===== src/rtl/uart_tx_arbiter_pkg.sv =====
// Shared constants and FSM state type for the UART transmit arbiter.
// The optional grant timeout is enabled by defining UART_ARB_TIMEOUT_EN.
package uart_tx_arbiter_pkg;

  localparam int unsigned UART_DATA_W          = 8;
  localparam int unsigned UART_CLOCK_FREQUENCY = 25_125_000;
  localparam int unsigned UART_BAUD_RATE       = 9600;

  typedef enum logic {
    ARB_IDLE  = 1'b0,
    ARB_GRANT = 1'b1
  } arb_state_e;

endpackage


===== src/rtl/uart_tx_arbiter_if.sv =====
// Requester and uart_tx side signals of the arbiter, grouped with master/slave views.
interface uart_tx_arbiter_if
  import uart_tx_arbiter_pkg::*;
#(
    parameter int unsigned NUM_REQ  = 4,
    parameter int unsigned REQ_ID_W = 2
);
    logic [NUM_REQ-1:0]             req_valid;
    logic [UART_DATA_W*NUM_REQ-1:0] req_data;
    logic [NUM_REQ-1:0]             req_last;
    logic [NUM_REQ-1:0]             req_ready;
    logic                           tx_ready;
    logic                           tx_valid;
    logic [UART_DATA_W-1:0]         tx_data;
    logic                           busy;
    logic [REQ_ID_W-1:0]            grant_id;

    modport master (
        output req_valid, req_data, req_last, tx_ready,
        input  req_ready, tx_valid, tx_data, busy, grant_id
    );

    modport slave (
        input  req_valid, req_data, req_last, tx_ready,
        output req_ready, tx_valid, tx_data, busy, grant_id
    );
endinterface


===== src/rtl/rr_priority_picker.sv =====
// Combinational round-robin picker: first set request searching upward from ptr+1,
// wrapping modulo NUM_REQ.
module rr_priority_picker #(
    parameter int unsigned NUM_REQ = 4,
    parameter int unsigned IDX_W   = 2
) (
    input  logic [NUM_REQ-1:0] i_req,
    input  logic [IDX_W-1:0]   i_ptr,
    output logic               o_valid,
    output logic [IDX_W-1:0]   o_idx
);

    always_comb begin
        int unsigned cand;
        cand    = 0;
        o_valid = 1'b0;
        o_idx   = i_ptr;
        // k = NUM_REQ revisits ptr itself, so it ends up lowest priority.
        for (int unsigned k = 1; k <= NUM_REQ; k++) begin
            cand = (32'(i_ptr) + k) % NUM_REQ;
            if (!o_valid && i_req[IDX_W'(cand)]) begin
                o_valid = 1'b1;
                o_idx   = IDX_W'(cand);
            end
        end
    end

endmodule


===== src/rtl/uart_tx_arbiter.sv =====
// Message-atomic round-robin arbiter sharing one uart_tx among NUM_REQ byte streams.
// Define UART_ARB_TIMEOUT_EN to revoke grants whose owner stalls for TIMEOUT_CYCLES.
module uart_tx_arbiter
  import uart_tx_arbiter_pkg::*;
#(
    parameter int unsigned NUM_REQ        = 4,
    parameter int unsigned REQ_ID_W       = 2,
    parameter int unsigned TIMEOUT_CYCLES = 2617
) (
    input  logic clock,
    input  logic reset,
    uart_tx_arbiter_if.slave bus
`ifdef UART_ARB_TIMEOUT_EN
    ,
    output logic timeout_flag
`endif
);

    if (NUM_REQ < 2 || NUM_REQ > 8 || (1 << REQ_ID_W) < NUM_REQ || TIMEOUT_CYCLES < 1)
    begin : g_bad_param
        $error("uart_tx_arbiter: illegal parameter combination");
    end

    arb_state_e             r_state, w_state_d;
    logic [REQ_ID_W-1:0]    r_grant_id, w_grant_id_d;
    logic [REQ_ID_W-1:0]    r_rr_ptr, w_rr_ptr_d;
    logic                   r_busy, w_busy_d;
    logic                   w_pick_valid;
    logic [REQ_ID_W-1:0]    w_pick_idx;
    logic [NUM_REQ-1:0]     w_req_ready;
    logic                   w_tx_valid;
    logic [UART_DATA_W-1:0] w_tx_data;
    logic                   w_xfer;
    logic [UART_DATA_W-1:0] w_req_bytes [NUM_REQ];

    for (genvar i = 0; i < NUM_REQ; i++) begin : g_bytes
        assign w_req_bytes[i] = bus.req_data[UART_DATA_W*i +: UART_DATA_W];
    end

    rr_priority_picker #(
        .NUM_REQ (NUM_REQ),
        .IDX_W   (REQ_ID_W)
    ) u_picker (
        .i_req   (bus.req_valid),
        .i_ptr   (r_rr_ptr),
        .o_valid (w_pick_valid),
        .o_idx   (w_pick_idx)
    );

`ifdef UART_ARB_TIMEOUT_EN
    localparam int unsigned TmoW = $clog2(TIMEOUT_CYCLES + 1);
    logic [TmoW-1:0] r_tmo_cnt, w_tmo_cnt_d;
    logic            r_timeout_flag;
    logic            w_tmo_hit;
`endif

    always_comb begin
        w_state_d    = r_state;
        w_grant_id_d = r_grant_id;
        w_rr_ptr_d   = r_rr_ptr;
        w_busy_d     = r_busy;
        w_req_ready  = '0;
        w_tx_valid   = 1'b0;
        w_tx_data    = '0;
        w_xfer       = 1'b0;
`ifdef UART_ARB_TIMEOUT_EN
        w_tmo_cnt_d  = r_tmo_cnt;
        w_tmo_hit    = 1'b0;
`endif
        unique case (r_state)
            ARB_IDLE: begin
                if (w_pick_valid) begin
                    w_grant_id_d = w_pick_idx;
                    w_busy_d     = 1'b1;
                    w_state_d    = ARB_GRANT;
`ifdef UART_ARB_TIMEOUT_EN
                    w_tmo_cnt_d  = '0;
`endif
                end
            end
            ARB_GRANT: begin
                w_tx_valid              = bus.req_valid[r_grant_id];
                w_tx_data               = w_tx_valid ? w_req_bytes[r_grant_id] : '0;
                w_req_ready[r_grant_id] = bus.tx_ready;
                w_xfer                  = w_tx_valid & bus.tx_ready;
                if (w_xfer && bus.req_last[r_grant_id]) begin
                    w_rr_ptr_d = r_grant_id;
                    w_busy_d   = 1'b0;
                    w_state_d  = ARB_IDLE;
                end
`ifdef UART_ARB_TIMEOUT_EN
                if (w_xfer) begin
                    w_tmo_cnt_d = '0;
                end else if (r_tmo_cnt == TmoW'(TIMEOUT_CYCLES)) begin
                    // Abandon the partial message; owner becomes lowest priority.
                    w_tmo_hit   = 1'b1;
                    w_tmo_cnt_d = '0;
                    w_rr_ptr_d  = r_grant_id;
                    w_busy_d    = 1'b0;
                    w_state_d   = ARB_IDLE;
                end else if (!w_tx_valid) begin
                    w_tmo_cnt_d = r_tmo_cnt + 1'b1;
                end
`endif
            end
            default: ;
        endcase
    end

    always_ff @(posedge clock or posedge reset) begin
        if (reset) begin
            r_state    <= ARB_IDLE;
            r_grant_id <= '0;
            r_rr_ptr   <= REQ_ID_W'(NUM_REQ - 1);
            r_busy     <= 1'b0;
        end else begin
            r_state    <= w_state_d;
            r_grant_id <= w_grant_id_d;
            r_rr_ptr   <= w_rr_ptr_d;
            r_busy     <= w_busy_d;
        end
    end

`ifdef UART_ARB_TIMEOUT_EN
    always_ff @(posedge clock or posedge reset) begin
        if (reset) begin
            r_tmo_cnt      <= '0;
            r_timeout_flag <= 1'b0;
        end else begin
            r_tmo_cnt      <= w_tmo_cnt_d;
            r_timeout_flag <= r_timeout_flag | w_tmo_hit;
        end
    end

    assign timeout_flag = r_timeout_flag;
`endif

    assign bus.req_ready = w_req_ready;
    assign bus.tx_valid  = w_tx_valid;
    assign bus.tx_data   = w_tx_data;
    assign bus.busy      = r_busy;
    assign bus.grant_id  = r_grant_id;

endmodule


===== src/flat_wrapper.sv =====
// flat-port wrapper written by rule: the top's interface ports become plain ports
module uart_tx_arbiter_flat import uart_tx_arbiter_pkg::*;
#(
    parameter int unsigned NUM_REQ        = 4,
    parameter int unsigned REQ_ID_W       = 2,
    parameter int unsigned TIMEOUT_CYCLES = 2617
)
  (clock, reset, bus_req_valid, bus_req_data, bus_req_last, bus_tx_ready, bus_req_ready, bus_tx_valid, bus_tx_data, bus_busy, bus_grant_id);
  uart_tx_arbiter_if #(.NUM_REQ(NUM_REQ), .REQ_ID_W(REQ_ID_W)) bus_i ();
  input  logic clock;
  input  logic reset;
  input wire logic [$bits(bus_i.req_valid)-1:0] bus_req_valid;
  input wire logic [$bits(bus_i.req_data)-1:0] bus_req_data;
  input wire logic [$bits(bus_i.req_last)-1:0] bus_req_last;
  input wire logic [$bits(bus_i.tx_ready)-1:0] bus_tx_ready;
  output wire logic [$bits(bus_i.req_ready)-1:0] bus_req_ready;
  output wire logic [$bits(bus_i.tx_valid)-1:0] bus_tx_valid;
  output wire logic [$bits(bus_i.tx_data)-1:0] bus_tx_data;
  output wire logic [$bits(bus_i.busy)-1:0] bus_busy;
  output wire logic [$bits(bus_i.grant_id)-1:0] bus_grant_id;
  assign bus_i.req_valid = bus_req_valid;
  assign bus_i.req_data = bus_req_data;
  assign bus_i.req_last = bus_req_last;
  assign bus_i.tx_ready = bus_tx_ready;
  assign bus_req_ready = bus_i.req_ready;
  assign bus_tx_valid = bus_i.tx_valid;
  assign bus_tx_data = bus_i.tx_data;
  assign bus_busy = bus_i.busy;
  assign bus_grant_id = bus_i.grant_id;
  uart_tx_arbiter #(.NUM_REQ(NUM_REQ), .REQ_ID_W(REQ_ID_W), .TIMEOUT_CYCLES(TIMEOUT_CYCLES)) u_core (.clock(clock), .reset(reset), .bus(bus_i));
endmodule

===== config.mk =====
export PLATFORM = sky130hd
export DESIGN_NAME = uart_tx_arbiter_flat
export DESIGN_NICKNAME = d
export VERILOG_FILES = /design/src/rtl/uart_tx_arbiter_pkg.sv /design/src/rtl/uart_tx_arbiter_if.sv /design/src/rtl/rr_priority_picker.sv /design/src/rtl/uart_tx_arbiter.sv /design/src/flat_wrapper.sv
export SDC_FILE = /design/constraint.sdc
export NUM_CORES = 1
export LEC_CHECK = 0
export BUFFER_PORTS_ARGS = -buffer_cell sky130_fd_sc_hd__buf_2
export CAP_MARGIN = 20
export CORE_ASPECT_RATIO = 0.7
export CORE_MARGIN = 2
export CORE_UTILIZATION = 35
export CTS_CLUSTER_DIAMETER = 120
export DETAILED_ROUTE_END_ITERATION = 8
export GPL_TIMING_DRIVEN = 0
export HOLD_SLACK_MARGIN = 0.12
export PLACE_DENSITY = 0.7
export SLEW_MARGIN = 20
export SYNTH_ARGS = -nofsm -noshare
export SYNTH_HDL_FRONTEND = slang
export SYNTH_SLANG_ARGS = --single-unit
export TNS_END_PERCENT = 20

===== constraint.sdc =====
create_clock -name clock -period 1.7 [get_ports clock]
set_input_delay 0.17 -clock clock [delete_from_list [all_inputs] [get_ports clock]]
set_output_delay 0.17 -clock clock [all_outputs]
set_load 0.02 [all_outputs]

==> results of run 1 <==
==> cell type report <==
type | instances | share of cell area
flip-flops and latches | 6 | 0.119
inverters | 4 | 0.0116
multi-input cells | 54 | 0.467
plain buffers | 4 | 0.0299
repair buffers | 64 | 0.330
well taps | 22 | 0.0212
clock buffers | 4 | 0.0202
==> power by group through the flow <==
stage                     clock (uW)  sequential (uW)  combinational (uW)
after floorplan                    0              337                 871
after global placement             0              310                1220
after detailed placement           0              313                1240
after CTS                        150              328                1600
after global routing             163              346                1880
final                            141              328                1760
==> what timing repair did <==
action / in CTS / in global routing
resized for setup: 21 / 20
cloned: 2 / 0
hold buffers: 1 / 0
endpoints found under the hold margin: 6 / 0
pin swaps: 3 / 7
buffers inserted: 3 / 1
endpoints found under the setup margin: 11 / 14
==> state kept, by name (all words and copies together) (netlist names) <==
signal and count:
u_core.bus.grant_id 2, u_core.r_rr_ptr 2, u_core.bus.busy 1, u_core.r_state 1
==> logic make-up (layout without fill, tap and decap cells) <==
| family | after synthesis | in the layout | share of synthesized area |
|---|---|---|---|
| AOI/OAI and AO/OA | 11 | 11 | 0.109 |
| buffers and inverters | 8 | 76 | 0.0553 |
| DFF | 6 | 6 | 0.204 |
| muxes | 15 | 16 | 0.415 |
| and+or+nand+nor | 27 | 27 | 0.216 |
==> cells in the final DEF, fill, tap and decap left out, types with 2 or more instances in the layout <==
| master | synthesis | final |
|---|---|---|
| and3_1 | 8 | 3 |
| and3_4 | 0 | 5 |
| buf_2 | 0 | 49 |
| buf_4 | 1 | 5 |
| buf_6 | 1 | 7 |
| buf_8 | 0 | 3 |
| clkbuf_1 | 2 | 2 |
| clkbuf_4 | 0 | 3 |
| dfrtp_1 | 4 | 2 |
| dfrtp_2 | 0 | 2 |
| dfstp_2 | 2 | 2 |
| inv_1 | 4 | 3 |
| mux2i_1 | 4 | 4 |
| mux4_1 | 8 | 4 |
| mux4_2 | 2 | 7 |
| nand2_1 | 2 | 2 |
| nor2_1 | 4 | 3 |
| nor2b_1 | 4 | 4 |
| nor3_2 | 0 | 2 |
| o21ai_0 | 2 | 2 |
| o31ai_1 | 2 | 2 |
==> stage by stage <==
step	setup TNS, ns	setup slack, ns	total power [uW]	cells
final	-1.44	-0.167	2230	158
after global placement	-0.0554	-0.0196	1530	147
after detailed placement	-0.0559	-0.0249	1550	147
after CTS	-1.56	-0.179	2080	157
after floorplan	0	0.0385	1210	67
after global routing	-2.13	-0.228	2380	158
==> routing by layer <==
| metal | vias to the layer above | wire length, um |
|---|---|---|
| met3 | 0 | 233 |
| met5 | - | 0 |
| met1 | 411 | 1040 |
| met4 | 0 | 0 |
| li1 | 415 | - |
| met2 | 43 | 1150 |
==> how the worst min path moves through the flow <==
stage | to | slack [ns] | cells past startpoint
finish | u_core.r_rr_ptr[1]$_DFFE_PP1P_ | 0.26 | 3
detailed placement | u_core.bus.grant_id[1]$_DFFE_PP0P_ | 0.1 | 2
floorplan | u_core.bus.busy$_DFFE_PP0P_ | -0.04 | 1
CTS | u_core.r_rr_ptr[1]$_DFFE_PP1P_ | 0.24 | 3
global route | u_core.r_rr_ptr[1]$_DFFE_PP1P_ | 0.26 | 3
global placement | u_core.r_state$_DFF_PP0_ | 0.1 | 2
==> worst min-delay path, cell delays in order <==
cell and delay, ns:
buf_2 0.11, mux2i_1 0.12, o31ai_1 0.09
==> metrics.txt, run 1 <==
Die Ht about 43 um; EDFF count, synth 0; Final Cell Area roughly 1300 um^2; failing checks negative setup slack; switching share of power 0.409; DP Wirelength 1780 um; pwr dens 1720 nW/um^2; cell row count 13; largest net degree at the start of global routing 11; final hold vios 0; status complete, but fails checks; Startpoint Class flip-flop; gr usage total 0.208; Final Setup Violations 10; initial antenna violation count 0; Reg2Reg Depth 5; clock buffer depth 2; PnR worst setup slack -0.167 ns; CTS buffer count 3; share of layout cells above drive strength 1 0.684; async set-or-reset flop fraction in the synthesized netlist 1.00; critical path launch point u_core.bus.grant_id[0]$_DFFE_PP0P_; grt met2 use 0.332; Clk pwr share 0.063; Slew Viols, Final 0; maximum vdd drop 0.648 mV; Routed WL 2420 um; Buf+Inv Stages, Crit Path 2; clock latency at the later pin of the worst-skew pair 0.24 ns; sequential power share 0.147; post-synth net total between 100 and 150; Final period util 1.10; Filler cells between 150 and 200; cell count after synthesis 67; Netlist Area Pre-Place between 700 and 800 um^2; n_diodes 0; full die area around 2500 um^2; Psw approximately 900 uW; GR Util met3 0.0610; busiest grt layer met2; CTS root buf clkbuf_4; Placeable Area 1940 um^2; H-Tree Depth 1; drt via density 5.50; DR pass1 iterations 4; # IOs 59; Worst R2R End u_core.r_rr_ptr[0]$_DFFE_PP1P_; First DRT Iteration DRCs 41; CTS tree yes; Max Cap Viol 0; CP max stage cell mux4_2; final net count 180; Synth top cells by count 8 x and3_1, 8 x mux4_1; total internal power around 1300 uW; routability congestion estimate 0.885; RSZ-0062 raised after global routing true; Leakage between 0.0006 and 0.0007 uW; Tmin final between 1.5 and 2 ns; Die Wd between 50 and 60 um; grt met1 use 0.292; syn_area_per_cell 11.1 um^2; Reg clk slew, reported paths roughly 0.05 ns; first-pass GRT wire length 3980 um; sequential cell area fraction in the yosys report 0.204; Worst path max stage delay around 0.57 ns; Crit Path Class reg -> out; post-place instance area 1070 um^2; vias in the first global route between 800 and 900; Slew headroom 0.686; worst min path class in -> reg; WP data arrival between 1.5 and 2 ns; FF-to-FF setup slack -0.06 ns; Hold Slack 0.256 ns; Worst path depth 4; area grow syn2layout 73.9%; Crit Reg-Reg Startpoint u_core.bus.grant_id[0]$_DFFE_PP0P_; fin util 0.671; Ys Warns 0; Synth top area share 0.281; Max Clock Freq 536 MHz; Yosys cell types 31; CP top delay family multiplexers; Critical Path End Type output port; dominant synthesized flop cell dfrtp_1; measured slew at the worst slew-check pin 0.466 ns; vias 869; Seq cells post-synth 6; drt wl/cell 15.3 um; Hold Path Origin bus_req_last[2]; DRC 0; CP Data Required Time around 1.5 ns; register area 155 um^2; Logic pwr share 0.790; worst-path cell chain buf_8 > mux4_2 > and3_4 > buf_6; multi-input logic area 607 um^2; Max Fanout on Critical Path 6; total gr overflow 0; Sink Count 6; synth top area cells mux4_1 28%, dfrtp_1 13%, dfstp_2 7.0%; Initial Utilization 0.386; cell accounting for the most synthesized area mux4_1; Routed Antenna Nets 0; crit path capture bus_tx_data[2]; PortBufs between 50 and 60; skew final 0.00131 ns
Power figures use the tool's default switching activity.
==> inputs of run 2 (changes only) <==
--- a/config.mk
+++ b/config.mk
@@ -5,6 +5,7 @@
 export SDC_FILE = /design/constraint.sdc
 export NUM_CORES = 1
 export LEC_CHECK = 0
+export ABC_AREA = 1
 export BUFFER_PORTS_ARGS = -buffer_cell sky130_fd_sc_hd__buf_2
 export CAP_MARGIN = 20
 export CORE_ASPECT_RATIO = 0.7
@@ -12,9 +13,8 @@
 export CORE_UTILIZATION = 35
 export CTS_CLUSTER_DIAMETER = 120
 export DETAILED_ROUTE_END_ITERATION = 8
-export GPL_TIMING_DRIVEN = 0
 export HOLD_SLACK_MARGIN = 0.12
-export PLACE_DENSITY = 0.7
+export PLACE_DENSITY = 0.65
 export SLEW_MARGIN = 20
 export SYNTH_ARGS = -nofsm -noshare
 export SYNTH_HDL_FRONTEND = slang
==> run 2 against run 1 <==
  * The flow still finishes with violations (negative setup slack)
  * Synthesized cell count rose by 130%
  * Total power rose by 25%
  * Critical path type unchanged
  * Clock skew rose by 0.0063 ns
  * Synthesized area rose by 25%
  * Via count rose by 43%
  * Die area rose by 23%
  * Cell count rose by 64%
  * First-iteration DRC count rose by 54%
  * Combinational power rose by 24%
  * Clock power rose by 70%
==> metrics.txt, run 2 <==
synth top area cells nand2_1 20%, dfrtp_1 11%, nand3_1 8.1%; Synth top cells by count 50 x nand2_1, 15 x nand3_1, 14 x inv_1, 12 x a21oi_1, 11 x a31oi_1; largest net degree at the start of global routing 23 (+12); DR pass1 iterations 4 (unchanged); Crit Path Class reg -> out; H-Tree Depth 1 (unchanged); syn_area_per_cell 6.04 um^2 (-46%); Synth top area share 0.202 (-0.0798); full die area 3090 um^2 (+23%); Leakage 0.000764 uW (+19%); most frequent cells in the layout 49 x nand2_1, 49 x buf_2, 24 x buf_4; Sink Count 6 (unchanged); Hold Slack 0.359 ns (+0.103 ns); pwr dens 1950 nW/um^2 (+14%); gr usage total 0.179 (-0.0294); CTS buffer count 3 (unchanged); Psw 1470 uW (+61%); Startpoint Class flip-flop; Max Fanout on Critical Path 5 (-1); Die Wd 65.6 um (+11%); share of layout cells above drive strength 1 0.458 (-0.226); worst min path class in -> reg; maximum vdd drop 0.848 mV (+31%); DP Wirelength 2150 um (+21%); Final period util 1.02 (-0.0772); Post-Layout Cell Count 259 (+64%); cell accounting for the most synthesized area nand2_1; sequential cell area fraction in the yosys report 0.164 (-0.0404); async set-or-reset flop fraction in the synthesized netlist 1.00 (unchanged); Routed Antenna Nets 0 (unchanged); Initial Utilization 0.373 (-0.0130); switching share of power 0.527 (+0.118); initial antenna violation count 0 (unchanged); RSZ-0062 raised after global routing true; Yosys cell types 27 (-13%); failing checks negative setup slack; Critical Path End Type output port; first-pass GRT wire length 4200 um (+5.4%); multi-input logic area 649 um^2 (+7.0%); Seq cells post-synth 6 (unchanged); Final Setup Violations 3 (-7); clock latency at the later pin of the worst-skew pair 0.24 ns (about the same); n_diodes 0 (unchanged); Ys Warns 0 (unchanged); measured slew at the worst slew-check pin 0.319 ns (-0.147 ns); Placed Cells 240 (+63%); Slew Viols, Final 0 (unchanged); EDFF count, synth 0 (unchanged); cell row count 15 (+2); CP Data Required Time 1.53 ns (about the same); Netlist Area Pre-Place 931 um^2 (+25%); total internal power 1320 uW (about the same); drt via density 4.80 (-13%); Max Clock Freq 576 MHz (+7.6%); final hold vios 0 (unchanged); Die Ht 47.2 um (+11%); final net count 269 (+49%); cell with the most instances after synthesis nand2_1; Routed WL 2880 um (+19%); vias in the first global route 978 (+15%); PortBufs 58 (unchanged); Filler cells 242 (+48%); CTS root buf clkbuf_8; drt wl/cell 11.1 um (-27%); CTS tree yes; clock buffer depth 2 (unchanged); cell count after synthesis 154 (+130%); # IOs 59 (unchanged); Reg clk slew, reported paths 0.04 ns (about the same); register area 155 um^2 (unchanged); post-synth net total 197 (+79%); dominant synthesized flop cell dfrtp_1; Tmin final 1.74 ns (-0.131 ns); sequential power share 0.132 (-0.015); WP data arrival 1.57 ns (-0.13 ns); DRC 0 (unchanged); routability congestion estimate 0.870 (-1.7%); total power 2790 uW (+25%); Placeable Area 2500 um^2 (+29%); status complete, but fails checks; Logic pwr share 0.783 (-0.007); skew final 0.00762 ns (+0.00631 ns); setup TNS -0.0486 ns (+1.39 ns); area grow syn2layout 53.5%; Clk pwr share 0.086 (+0.023); Max Cap Viol 0 (unchanged); vias 1243 (+43%); PnR worst setup slack -0.0357 ns (+0.131 ns); First DRT Iteration DRCs 63 (+54%); Slew headroom 0.787 (+0.101); total gr overflow 0 (unchanged)
==> run 2: final timing paths <==
kind	start	cells after the start	endpoint	slack (ns)
max	u_core.bus.grant_id[1]$_DFFE_PP0P_	5	bus_tx_data[5]	-0.04
min	bus_tx_ready	5	u_core.r_rr_ptr[1]$_DFFE_PP1P_	0.36
max reg2reg	u_core.r_rr_ptr[0]$_DFFE_PP1P_	11	u_core.bus.grant_id[0]$_DFFE_PP0P_	0.15
min reg2reg	u_core.bus.busy$_DFFE_PP0P_	2	u_core.bus.busy$_DFFE_PP0P_	0.52
max in group asynchronous	reset	3	u_core.r_rr_ptr[1]$_DFFE_PP1P_	1.05
min in group asynchronous	reset	3	u_core.r_state$_DFF_PP0_	0.39
==> run 2: logic make-up (layout without fill, tap and decap cells) <==
| logic type | after synthesis | after routing | share of synthesized area |
|---|---|---|---|
| and+or+nand+nor | 86 | 86 | 0.418 |
| AOI/OAI and AO/OA | 34 | 35 | 0.253 |
| DFF | 6 | 6 | 0.164 |
| buffers and inverters | 28 | 98 | 0.165 |
==> run 2: critical path, stage by stage (launching register included) <==
cell and delay [ns]:
dfrtp_2 0.44, nand2_1 0.15, o22ai_4 0.26, o21ai_4 0.12, a31oi_1 0.19, buf_4 0.17
==> run 2: final cells by class <==
cell class	count	area share
multi-input cells	121	0.454
repair buffers	75	0.319
flip-flops and latches	6	0.109
inverters	19	0.0569
clock buffers	4	0.0315
well taps	34	0.0298
==> run 2: metal layers <==
metal / vias to the layer above / part of all wire / wire length, um / track usage
met1: 562 / 0.46 / 1310 / 0.241
met3: 4 / 0.043 / 124 / 0.0432
met2: 28 / 0.49 / 1420 / 0.293
li1: 649 / - / - / -
met5: - / 0 / 0 / 0
met4: 0 / 0.0090 / 26 / 0.0500
==> run 2: power groups by stage <==
stage / combinational (uW) / sequential, uW / clock (uW)
floorplan: 1450 / 313 / 0
global placement: 1740 / 353 / 0
detailed placement: 1760 / 354 / 0
CTS: 1920 / 361 / 241
global route: 2410 / 381 / 246
finish: 2180 / 367 / 239
==> run 2: per-stage QoR <==
stage / area [um^2] / worst slack (ns) / utilization
after floorplan: 931 / 0.0678 / -
after global placement: 1210 / 0.179 / 0.485
after detailed placement: 1210 / 0.0992 / 0.485
after CTS: 1330 / -0.0233 / 0.532
after global routing: 1430 / -0.125 / 0.572
final: 1430 / -0.0357 / 0.572
==> run 2: what timing repair did <==
item | 4_1_cts | 5_1_grt
gates resized for setup | 3 | 12
setup buffers | 6 | 7
hold buffers | 1 | 0
cloned | 0 | 1
hold endpoints to repair | 6 | 0
endpoints found under the setup margin | 8 | 9
pin swaps | 2 | 5
